**src/rtl/bcd_conv_arbiter.sv**
```systemverilog
// Round-robin arbiter sharing one hex-to-BCD converter between NREQ requesters.
// Optional converter timeout is compiled in with `define BCD_TIMEOUT_EN.
module bcd_conv_arbiter #(
    parameter int NREQ    = 3,
    parameter int H_W     = 6,
    parameter int L_W     = 7,
    parameter int TMO_CYC = 255
) (
    input  logic                clk,
    input  logic                rst,
    input  logic [NREQ-1:0]     req,
    input  logic [NREQ*H_W-1:0] req_h,
    input  logic [NREQ*L_W-1:0] req_l,
    output logic [NREQ-1:0]     ack,
    output logic [15:0]         rsp_bcd,
    output logic [2:0]          rsp_id,
    output logic                rsp_err,
    output logic                busy,
    output logic                cv_start,
    output logic [H_W-1:0]      cv_h,
    output logic [L_W-1:0]      cv_l,
    input  logic                cv_done,
    input  logic [15:0]         cv_bcd
);

    typedef enum logic [1:0] {IDLE, START, WAIT, DONE} state_t;

    state_t          r_state, w_next;
    logic [2:0]      r_ptr, r_gnt, w_pick;
    logic            w_any, w_tmo;
    logic [H_W-1:0]  w_h, r_cv_h;
    logic [L_W-1:0]  w_l, r_cv_l;
    logic [NREQ-1:0] w_gnt_oh, r_ack;
    logic [15:0]     r_bcd;
    logic [2:0]      r_id;
    logic            r_busy, r_start;

    // Scan offsets from the far end so the nearest asserted index after ptr wins.
    always_comb begin
        w_any  = 1'b0;
        w_pick = '0;
        for (int k = NREQ-1; k >= 0; k--) begin
            for (int i = 0; i < NREQ; i++) begin
                if (req[i] && ((int'(r_ptr) + k == i) || (int'(r_ptr) + k == i + NREQ))) begin
                    w_any  = 1'b1;
                    w_pick = 3'(i);
                end
            end
        end
    end

    always_comb begin
        w_h = '0;
        w_l = '0;
        for (int i = 0; i < NREQ; i++) begin
            if (w_pick == 3'(i)) begin
                w_h = req_h[i*H_W +: H_W];
                w_l = req_l[i*L_W +: L_W];
            end
        end
    end

    always_comb begin
        for (int i = 0; i < NREQ; i++) w_gnt_oh[i] = (r_gnt == 3'(i));
    end

`ifdef BCD_TIMEOUT_EN
    logic [7:0] r_cnt;
    logic       r_err;

    always_ff @(posedge clk or negedge rst) begin
        if (!rst) begin
            r_cnt <= '0;
            r_err <= 1'b0;
        end else begin
            if (r_state == START)     r_cnt <= '0;
            else if (r_state == WAIT) r_cnt <= r_cnt + 8'd1;
            if (r_state == WAIT && w_next == DONE) r_err <= !cv_done;
        end
    end

    // A done arriving on the timeout cycle takes precedence.
    assign w_tmo   = (r_state == WAIT) && !cv_done && (r_cnt == 8'(TMO_CYC - 1));
    assign rsp_err = r_err;
`else
    assign w_tmo   = 1'b0;
    assign rsp_err = 1'b0;
`endif

    always_comb begin
        w_next = r_state;
        case (r_state)
            IDLE:    if (w_any) w_next = START;
            START:   w_next = WAIT;
            WAIT:    if (cv_done || w_tmo) w_next = DONE;
            DONE:    w_next = IDLE;
            default: w_next = IDLE;
        endcase
    end

    always_ff @(posedge clk or negedge rst) begin
        if (!rst) begin
            r_state <= IDLE;
            r_ptr   <= '0;
            r_gnt   <= '0;
            r_cv_h  <= '0;
            r_cv_l  <= '0;
            r_ack   <= '0;
            r_bcd   <= '0;
            r_id    <= '0;
            r_busy  <= 1'b0;
            r_start <= 1'b0;
        end else begin
            r_state <= w_next;
            r_start <= (w_next == START);
            r_busy  <= (w_next != IDLE);
            r_ack   <= (w_next == DONE) ? w_gnt_oh : '0;
            if (r_state == IDLE && w_any) begin
                r_gnt  <= w_pick;
                r_cv_h <= w_h;
                r_cv_l <= w_l;
            end
            if (r_state == WAIT && w_next == DONE) begin
                r_bcd <= cv_done ? cv_bcd : 16'hEEEE;
                r_id  <= r_gnt;
            end
            if (r_state == DONE) r_ptr <= (r_gnt == 3'(NREQ - 1)) ? 3'd0 : r_gnt + 3'd1;
        end
    end

    assign ack      = r_ack;
    assign rsp_bcd  = r_bcd;
    assign rsp_id   = r_id;
    assign busy     = r_busy;
    assign cv_start = r_start;
    assign cv_h     = r_cv_h;
    assign cv_l     = r_cv_l;

endmodule

```
**config.mk**
```make
export PLATFORM = sky130hd
export DESIGN_NAME = bcd_conv_arbiter
export DESIGN_NICKNAME = d
export VERILOG_FILES = /design/src/rtl/bcd_conv_arbiter.sv
export SDC_FILE = /design/constraint.sdc
export NUM_CORES = 1
export LEC_CHECK = 0
export CAP_MARGIN = 10
export CELL_PAD_IN_SITES_DETAIL_PLACEMENT = 1
export CELL_PAD_IN_SITES_GLOBAL_PLACEMENT = 2
export CORE_ASPECT_RATIO = 1.25
export CORE_MARGIN = 2
export CORE_UTILIZATION = 28
export CTS_BUF_LIST = sky130_fd_sc_hd__clkbuf_4 sky130_fd_sc_hd__clkbuf_8
export CTS_CLUSTER_SIZE = 16
export DETAILED_ROUTE_END_ITERATION = 10
export GPL_TIMING_DRIVEN = 0
export HOLD_SLACK_MARGIN = 0.02
export PLACE_DENSITY_LB_ADDON = 0.1
export SLEW_MARGIN = 10
export SYNTH_ARGS = -nofsm -noshare
export SYNTH_HDL_FRONTEND = slang
export SYNTH_SLANG_ARGS = --single-unit
```
**constraint.sdc**
```tcl
create_clock -name clk -period 5.2 [get_ports clk]
set_clock_uncertainty 0.15 [all_clocks]
set_input_delay 1.56 -clock clk [delete_from_list [all_inputs] [get_ports clk]]
set_output_delay 1.56 -clock clk [all_outputs]
set_load 0.005 [all_outputs]
```
Word-level counts from Yosys, hierarchy flattened:

Index checks and enable logic that the tools add are counted.

* flip-flop bits (word level): 45
* input port bits: 61
* output and inout bits: 38
* logic and storage cells: 93

* $add $sub $neg: 3
* equality and inequality tests: 24
* muxes and demuxes: 29
* reductions and logical operators: 27

Operator list (count)
* 32-bit by 3-bit equality test with 1-bit output (second input constant): 4
* 32-bit logical NOT: 3
* 32-bit by 2-bit equality test with 1-bit output (second input constant): 2
* 32-bit by 4-bit equality test with 1-bit output (second input constant): 2
* 3-bit 2-to-1 mux: 8
* 7-bit 2-to-1 mux: 3
* 6-bit 2-to-1 mux: 3
* 16-bit 2-to-1 mux: 1
* 3-bit equality test (second input constant): 4
* 1-bit logical AND: 11
* 1-bit 2-to-1 mux: 10
* 3-bit by 2-bit equality test with 1-bit output (second input constant): 3
* 1-bit logical OR: 9
* 4-bit by 3-bit equality test with 1-bit output (second input constant): 2
* 2-bit one-hot mux with 4 select lines: 1
* 2-bit equality test (second input constant): 3
* 3-bit by 1-bit equality test with 1-bit output (second input constant): 2
* 3-bit logical NOT: 2
* 2-bit 2-to-1 mux: 3
* 3-bit by 1-bit adder with 4-bit output (second input constant): 1
* 3-bit by 2-bit adder with 4-bit output (second input constant): 1
* 2-bit by 1-bit equality test with 1-bit output (second input constant): 2
* 3-bit by 1-bit adder with 3-bit output (second input constant): 1
* 2-bit logical NOT: 1
* 2-bit nonzero test: 1

Depth between registers and ports, before layout:

Gate-level depths: netlist of the first run.

* depth after elaboration: 17
* gate-level depth with buffers: 10
* mapped depth without buffers: 9

Least setup slack after synthesis of the first run:

No wires, ideal clock.

* path kind: input port to flip-flop
* start: input req[2]
* end: register r_bcd[11], in the netlist rsp_bcd[11]
* library setup time: 0.125 ns
* arrival: 3.096 ns
* slack: 1.829 ns
* stages: 8
* buffers on the path: 2
* cell sequence: buf_2 -> nand3_1 -> o21ai_0 -> a221oi_2 -> nand3_2 -> o2111ai_4 -> buf_12 -> mux2_4

* longest elaborated chain between the ends: 12
* elaborated cells between the ends (all ways): 14
* classes of those cells: eq/ne (1); mux (9); reduce/logical (4)

Ends and longest elaborated chain
* start: declaration: RTL line 11 `input logic [NREQ-1:0] req,`
* 1-bit logical AND: RTL line 44 `if (req[i] && ((int'(r_ptr) + k == i) || (int'(r_ptr) + k == i + NREQ))) begin`
* 1-bit 2-to-1 mux (6 in a row): RTL line 44
* 1-bit 2-to-1 mux (*): RTL line 44
* 2-bit 2-to-1 mux (*): RTL line 93 `IDLE: if (w_any) w_next = START;`
* 2-bit one-hot mux with 4 select lines (*): RTL line 92 `case (r_state)`
* 2-bit equality test (*): RTL line 123 `if (r_state == WAIT && w_next == DONE) begin`
* 1-bit logical AND (*): RTL line 123
* end signal: assignment: RTL line 124 `r_bcd <= cv_done ? cv_bcd : 16'hEEEE;`
* end: declaration: RTL line 34 `logic [15:0] r_bcd;`

Every way passes the cells marked *; elsewhere a longest branch is shown, timed or not.
A chain may end at the register's enable or synchronous reset.

Worst setup path after layout of the first run:

* start: input req[1]
* end: register r_cv_h[4], in the netlist cv_h[4]

* longest elaborated chain between the ends: 13
* elaborated cells between the ends (all ways): 26
* classes of those cells: eq/ne (2); mux (19); reduce/logical (5)

Ends and longest elaborated chain
* 1-bit logical AND: RTL line 44
* 1-bit 2-to-1 mux: RTL line 44
* 2-bit 2-to-1 mux: RTL line 44
* 3-bit 2-to-1 mux (6 in a row): RTL line 44
* 3-bit logical NOT: RTL line 56 `if (w_pick == 3'(i)) begin`
* 6-bit 2-to-1 mux (3 in a row): RTL line 56
* end signal: assignment: RTL line 120 `r_cv_h <= w_h;`
* end: declaration: RTL line 31 `logic [H_W-1:0] w_h, r_cv_h;`

Parallel ways exist; a longest one is shown, timed or not.

==> results.md, run 1 <==
* CP most frequent cell: a31oi_1
* RSZ-0062 raised after global routing: false
* Worst path slowest cell: clkdlybuf4s50_1
* Tot GR Track Use at approximately 16%
* Sequential cell area at 1080 um^2
* Actual slew at the worst max-slew pin at 0.588 ns
* Final HPWL DP at 5400 um
* Post-DP Area at 3510 um^2
* Worst Setup Path Type: primary input to flop
* P&R area growth vs syn at 49.9%
* Seq/Total Area, Yosys at 44.6%
* Slew Limit Headroom at ~61%
* Clk sink count at 43
* Total core area at approximately 8300 um^2
* H-tree levels at 2
* Total Nets Final at 399
* Synth Flop Type: dfrtp_1
* Run status: finished, final reports clean
* Setup crit end kind: flop
* Most frequent cells in the layout: 95 x clkdlybuf4s50_1, 43 x dfrtp_1, 19 x nand2b_1, 15 x nand3_1, 14 x nor2_1
* Vias per cell at approximately 5
* Detailed router's first-iteration violation count at between 70 and 80
* Drt pass-1 iters at 4
* Multi-input logic area at approximately 1200 um^2
* CTS tree: yes
* Register share of total power at 28.5%
* Total I/O pin count at 99
* Worst VDD drop at 0.285 mV
* Wire per inst at about 17 um
* Fillers at 933
* Final ANT Viol Nets at 0
* Clock buffer depth at 2
* Crit path DAT at 3.89 ns
* IO buf count at 96
* Row count at 37
* Initial antenna violation count at 0
* CP max stage delay at 0.57 ns
* EDFF count, synth at 0
* Starting density of the core at 29.1%
* Routed wire length at about 7300 um
* Clk_lat worst skew at 0.30 ns
* Power per cell area at 557 nW/um^2
* Post-Syn Instances at roughly 230
* Crit path required time at between 5 and 6 ns
* Leak pwr at 1.53 nW
* Int Pwr at 1.24 mW
* Largest net degree at the start of global routing at 27
* Setup bufs post-CTS at 0
* First-pass GRT wire length at around 12000 um
* Switching power at just under 0.8 mW
* Crit-path max FO at 10
* Fin. Hold Viols at 0
* FMAX at 257 MHz
* Clock power frac at 12.1%
* Die height at around 110 um
* Most common cell after layout, fill and taps aside: clkdlybuf4s50_1
* YS warnings at 0
* TritonCTS Buffers at 5
* Max-slew violations at 0
* Full die area at 9380 um^2
* Routability congestion estimate from global placement at 0.821
* Resize count post-CTS at 0
* Switch share at 38.4%
* Die W at 87.0 um
* Clock Tree Root: clkbuf_8
* N_diodes at 0
* Layout cells sized above 1 at a little over an eighth
* Buf/Inv on CP at 4
* Crit start category: primary input
* DRC at 0
* Worst path top cell family by delay: buffers and inverters
* Crit path cell chain: clkdlybuf4s50_1, inv_1, a221oi_1, a21oi_1, a31oi_1, buf_2, buf_1, a31oi_1
* Comb power frac at 59.4%
* Final setup viols at 0
* MaxCap Viol Count at 0
* Avg Inst Size Synth at about 11 um^2
* Count of cell types in the netlist at 48
* GRT overflow at 0
* Hold buffers post-CTS at 0
* Final period util at 74.8%
* Post-route cell area at 3620 um^2
* Period minus WS final at between 3 and 4 ns
* Cell Area, Synth at 2410 um^2
* Setup TNS at 0 ns
* Vias in the first global route at 2295
* Reg clk slew, reported paths at about 0.080 ns
* HP Class: flop to flop
* Async SR Flop Fraction at 100%
* Via count at 2142
* #FFs+latches synth at 43
==> stage by stage <==
| stage | total power [mW] | setup WS [ns] | util (%) | cells | hold WS, ns |
|---|---|---|---|---|---|
| floorplan | 1.29 | 1.83 | - | 228 | 0.347 |
| global placement | 1.78 | 0.998 | 42.2 | 421 | 0.337 |
| detailed placement | 1.80 | 0.925 | 42.4 | 422 | 0.342 |
| CTS | 2.06 | 1.25 | 43.7 | 430 | 0.370 |
| global route | 2.20 | 0.990 | 43.7 | 430 | 0.386 |
| finish | 2.02 | 1.31 | 43.7 | 430 | 0.366 |
==> Yosys cell counts, types with 2 or more instances <==
library cell,count,area [um^2]
o21ai_0,6,30.0
mux2i_1,10,100
nor2b_1,3,18.8
clkbuf_1,4,15.0
o2bb2ai_1,2,17.5
nand2b_1,19,119
a2bb2oi_1,2,17.5
buf_4,2,15.0
nor2_1,14,52.6
ha_1,6,75.1
mux2_2,12,135
o32ai_1,2,17.5
dfrtp_1,43,1080
mux2_4,6,90.1
nand3_1,15,75.1
and3_1,3,18.8
nand2_1,10,37.5
o221ai_1,2,17.5
a22oi_1,10,75.1
a31oi_1,11,68.8
buf_6,4,45.0
buf_2,4,20.0
inv_1,10,37.5
o211ai_1,3,22.5
==> worst paths after layout <==
path                            start         end  slack [ns]  depth (start not counted)
min                        rsp_bcd[2]  rsp_bcd[2]        0.37                          1
max reg2reg                  r_ptr[1]     cv_h[4]        2.29                          8
min in group asynchronous         rst      ack[1]        1.07                          1
max                            req[1]     cv_h[4]        1.31                          8
min reg2reg                rsp_bcd[2]  rsp_bcd[2]        0.37                          1
max in group asynchronous         rst  rsp_bcd[3]        3.30                          2
==> layout make-up <==
| type | instances | share of cell area (%) |
|---|---|---|
| Multi-Input combinational cell | 158 | 32.6 |
| Buffer | 16 | 3.28 |
| Timing Repair Buffer | 97 | 27.0 |
| Tap cell | 97 | 3.35 |
| Sequential cell | 43 | 29.7 |
| Clock inverter | 1 | 0.207 |
| Clock buffer | 7 | 2.66 |
| Inverter | 11 | 1.18 |
==> logic make-up (layout without fill, tap and decap cells) <==
family                     count (synthesis)  in the layout  share of synthesized area [%]
muxes                                     28             28                           13.5
and+or+nand+nor                           74             74                           16.8
adders and majority gates                  6              6                           3.11
DFF                                       43             43                           44.6
AOI/OAI and AO/OA                         48             48                           15.2
other                                      1              2                          0.155
buffers and inverters                     27            132                           6.69
==> power by group through the flow <==
stage / clock network [mW] / registers (mW) / logic, mW
2_1_floorplan: 0 / 0.579 / 0.712
3_3_place_gp: 0 / 0.574 / 1.20
3_5_place_dp: 0 / 0.580 / 1.22
4_1_cts: 0.258 / 0.578 / 1.23
5_1_grt: 0.271 / 0.596 / 1.34
6_report: 0.245 / 0.574 / 1.20
==> registers in the layout, indices dropped and copies added, names as in the netlist <==
signal	cells
cv_start	1
r_state	2
cv_h	6
rsp_bcd	16
cv_l	7
busy	1
rsp_id	2
r_ptr	3
r_gnt	2
ack	3
==> per-layer routing <==
metal | share of wire (%) | track usage, % | wire (um) | up-vias
li1 | - | - | - | 1021
met1 | 42 | 19.9 | 3110 | 1049
met2 | 49 | 27.5 | 3610 | 66
met3 | 7.2 | 5.60 | 528 | 6
met4 | 1.1 | 4.35 | 84 | 0
met5 | 0 | 0 | 0 | -
Power figures use the tool's default switching activity.
==> run 2, diff against run 1 <==
--- a/config.mk
+++ b/config.mk
@@ -10,7 +10,7 @@
 export CELL_PAD_IN_SITES_GLOBAL_PLACEMENT = 2
 export CORE_ASPECT_RATIO = 1.25
 export CORE_MARGIN = 2
-export CORE_UTILIZATION = 28
+export CORE_UTILIZATION = 24
 export CTS_BUF_LIST = sky130_fd_sc_hd__clkbuf_4 sky130_fd_sc_hd__clkbuf_8
 export CTS_CLUSTER_SIZE = 16
 export DETAILED_ROUTE_END_ITERATION = 10
==> constraint.sdc (replaced) <==
create_clock -name clk -period 3.5 [get_ports clk]
set_clock_uncertainty 0.15 [all_clocks]
set_input_delay 1.05 -clock clk [delete_from_list [all_inputs] [get_ports clk]]
set_output_delay 1.05 -clock clk [all_outputs]
set_load 0.005 [all_outputs]
==> results.md, run 2 (same netlist as run 1, synthesis figures left out) <==
* Crit-path max FO at 10 (unchanged)
* Most common cell after layout, fill and taps aside: clkdlybuf4s50_1
* Sequential cell area at 1080 um^2 (unchanged)
* Vias per cell at 4.64 (-6.8%)
* Multi-input logic area at 1180 um^2 (unchanged)
* Starting density of the core at 24.9% (-4.3 points)
* Die W at 93.7 um (+7.6%)
* Reg clk slew, reported paths at 0.09 ns (about the same)
* Drt pass-1 iters at 4 (unchanged)
* Routability congestion estimate from global placement at 0.746 (-9.1%)
* Layout cells sized above 1 at 13.8% (+0.30 points)
* Initial antenna violation count at 0 (unchanged)
* TritonCTS Buffers at 5 (unchanged)
* Power per cell area at 814 nW/um^2 (+46%)
* Hold buffers post-CTS at 0 (unchanged)
* Clock buffer depth at 2 (unchanged)
* Vias in the first global route at 2226 (-3.0%)
* Crit path required time at 3.57 ns (-1.63 ns)
* Largest net degree at the start of global routing at 33 (+22%)
* Crit start category: primary input
* Run status: finished, final reports clean
* Switching power at 1.15 mW (+48%)
* Max-slew violations at 0 (unchanged)
* Total core area at 9710 um^2 (+17%)
* Most frequent cells in the layout: 95 x clkdlybuf4s50_1, 43 x dfrtp_1, 19 x nand2b_1, 15 x nand3_1, 14 x nor2_1
* Comb power frac at 60.2% (+0.8 points)
* Final HPWL DP at 5520 um (+2.3%)
* GRT overflow at 0 (unchanged)
* Actual slew at the worst max-slew pin at 0.571 ns (-0.0167 ns)
* First-pass GRT wire length at 11800 um (-0.52%)
* Total Nets Final at 399 (unchanged)
* Crit path DAT at 3.30 ns (-0.59 ns)
* Via count at 2130 (-0.56%)
* P&R area growth vs syn at 50.9%
* Clock power frac at 11.1% (-1.0 points)
* Clk sink count at 43 (unchanged)
* Slew Limit Headroom at 61.9% (+1.1 points)
* DP Cell Count at 451 (+6.9%)
* Final Worst Setup Slack at 0.269 ns (-1.04 ns)
* Final setup viols at 0 (unchanged)
* Row count at 40 (+8.1%)
* Detailed router's first-iteration violation count at 53 (-26%)
* Clk_lat worst skew at 0.30 ns (about the same)
* FMAX at 310 MHz
* Leak pwr at 1.52 nW (-0.17%)
* Register share of total power at 28.7% (+0.2 points)
* Setup TNS at 0 ns (unchanged)
* MaxCap Viol Count at 0 (unchanged)
* Worst VDD drop at 0.282 mV (-1.1%)
* Final ANT Viol Nets at 0 (unchanged)
* HP Class: flop to flop
* Total I/O pin count at 99 (unchanged)
* Wire per inst at 16.0 um (-6.1%)
* Routed wire length at 7350 um (+0.19%)
* Setup crit end kind: flop
* IO buf count at 96 (unchanged)
* Tot Pwr at 2.96 mW (+47%)
* Switch share at 38.7% (+0.32 points)
* Fin. Hold Viols at 0 (unchanged)
* Clock Tree Root: clkbuf_8
* N_diodes at 0 (unchanged)
* Tot GR Track Use at 14.1% (-2.3 points)
* Fin cells at 459 (+6.7%)
* Post-layout util at 37.5% (-6.2 points)
* DP Worst Slack at -0.300 ns (-1.22 ns)
* Max reg flops at 16 (unchanged)
* Worst Setup Path Type: primary input to flop
* Die height at 116 um (+7.7%)
* Final period util at 92.3%
* RSZ-0062 raised after global routing: false
* Period minus WS final at 3.23 ns
* Int Pwr at 1.82 mW (+46%)
* DRC at 0 (unchanged)
* Full die area at 10900 um^2 (+16%)
* CTS tree: yes
* Fillers at 1121 (+20%)
* H-tree levels at 2 (unchanged)
-- run 2: cell types whose count changed in the layout (fill, tap and decap cells not counted) --
cell,before,now
clkinv_2,1,2
clkbuf_8,7,5
clkbuf_2,0,1
buf_1,1,0
clkbuf_4,0,1
-- run 2: worst paths after layout --
kind                             from           to  slack (ns)  cells after the start
max                            req[1]      cv_h[4]        0.27                      8
min                        rsp_bcd[3]   rsp_bcd[3]        0.36                      1
max reg2reg                  r_ptr[2]  rsp_bcd[13]        0.66                     10
min reg2reg                rsp_bcd[3]   rsp_bcd[3]        0.36                      1
max in group asynchronous         rst     cv_start        2.22                      2
min in group asynchronous         rst      cv_l[1]        0.49                      1
-- run 2: cell type report --
type                       count  area share [%]
clock buffer                   6            2.10
tap                          126            4.33
timing repair buffer          97            26.8
clock inverter                 2           0.344
buffer                        16            3.30
inverter                      11            1.17
sequential                    43            29.6
multi-input combinational    158            32.4
-- run 2: metrics by stage --
step	area, um^2	hold WS, ns
floorplan	2420	0.347
global placement	3540	0.338
detailed placement	3550	0.343
CTS	3640	0.367
global route	3640	0.388
finish	3640	0.365
-- run 2: timing repair --
item                       4_1_cts  5_1_grt
setup endpoints to repair        0       10
setup buffers                    0        0
resized for setup                0        1
-- run 2: critical path, cell delays in order --
cell and delay, ns:
clkdlybuf4s50_1 0.58, inv_1 0.08, a221oi_1 0.42, a21o_1 0.16, a2bb2oi_1 0.21, clkbuf_1 0.43, nand3_1 0.15, a31oi_1 0.21
-- run 2: power by group through the flow --
stage	Combinational (mW)	Sequential, mW	Clock, mW
CTS	1.83	0.859	0.346
detailed placement	1.83	0.863	0
global placement	1.80	0.860	0
floorplan	1.06	0.861	0
global route	1.99	0.887	0.370
finish	1.78	0.851	0.328
-- run 2: layer usage --
metal / GRT usage, % / part of all wire, % / wire (um) / up-vias
met3: 4.39 / 6.9 / 509 / 4
met4: 4.64 / 1.2 / 90 / 0
met2: 23.5 / 49 / 3580 / 65
li1: - / - / - / 1020
met5: 0 / 0 / 0 / -
met1: 17.4 / 43 / 3170 / 1041
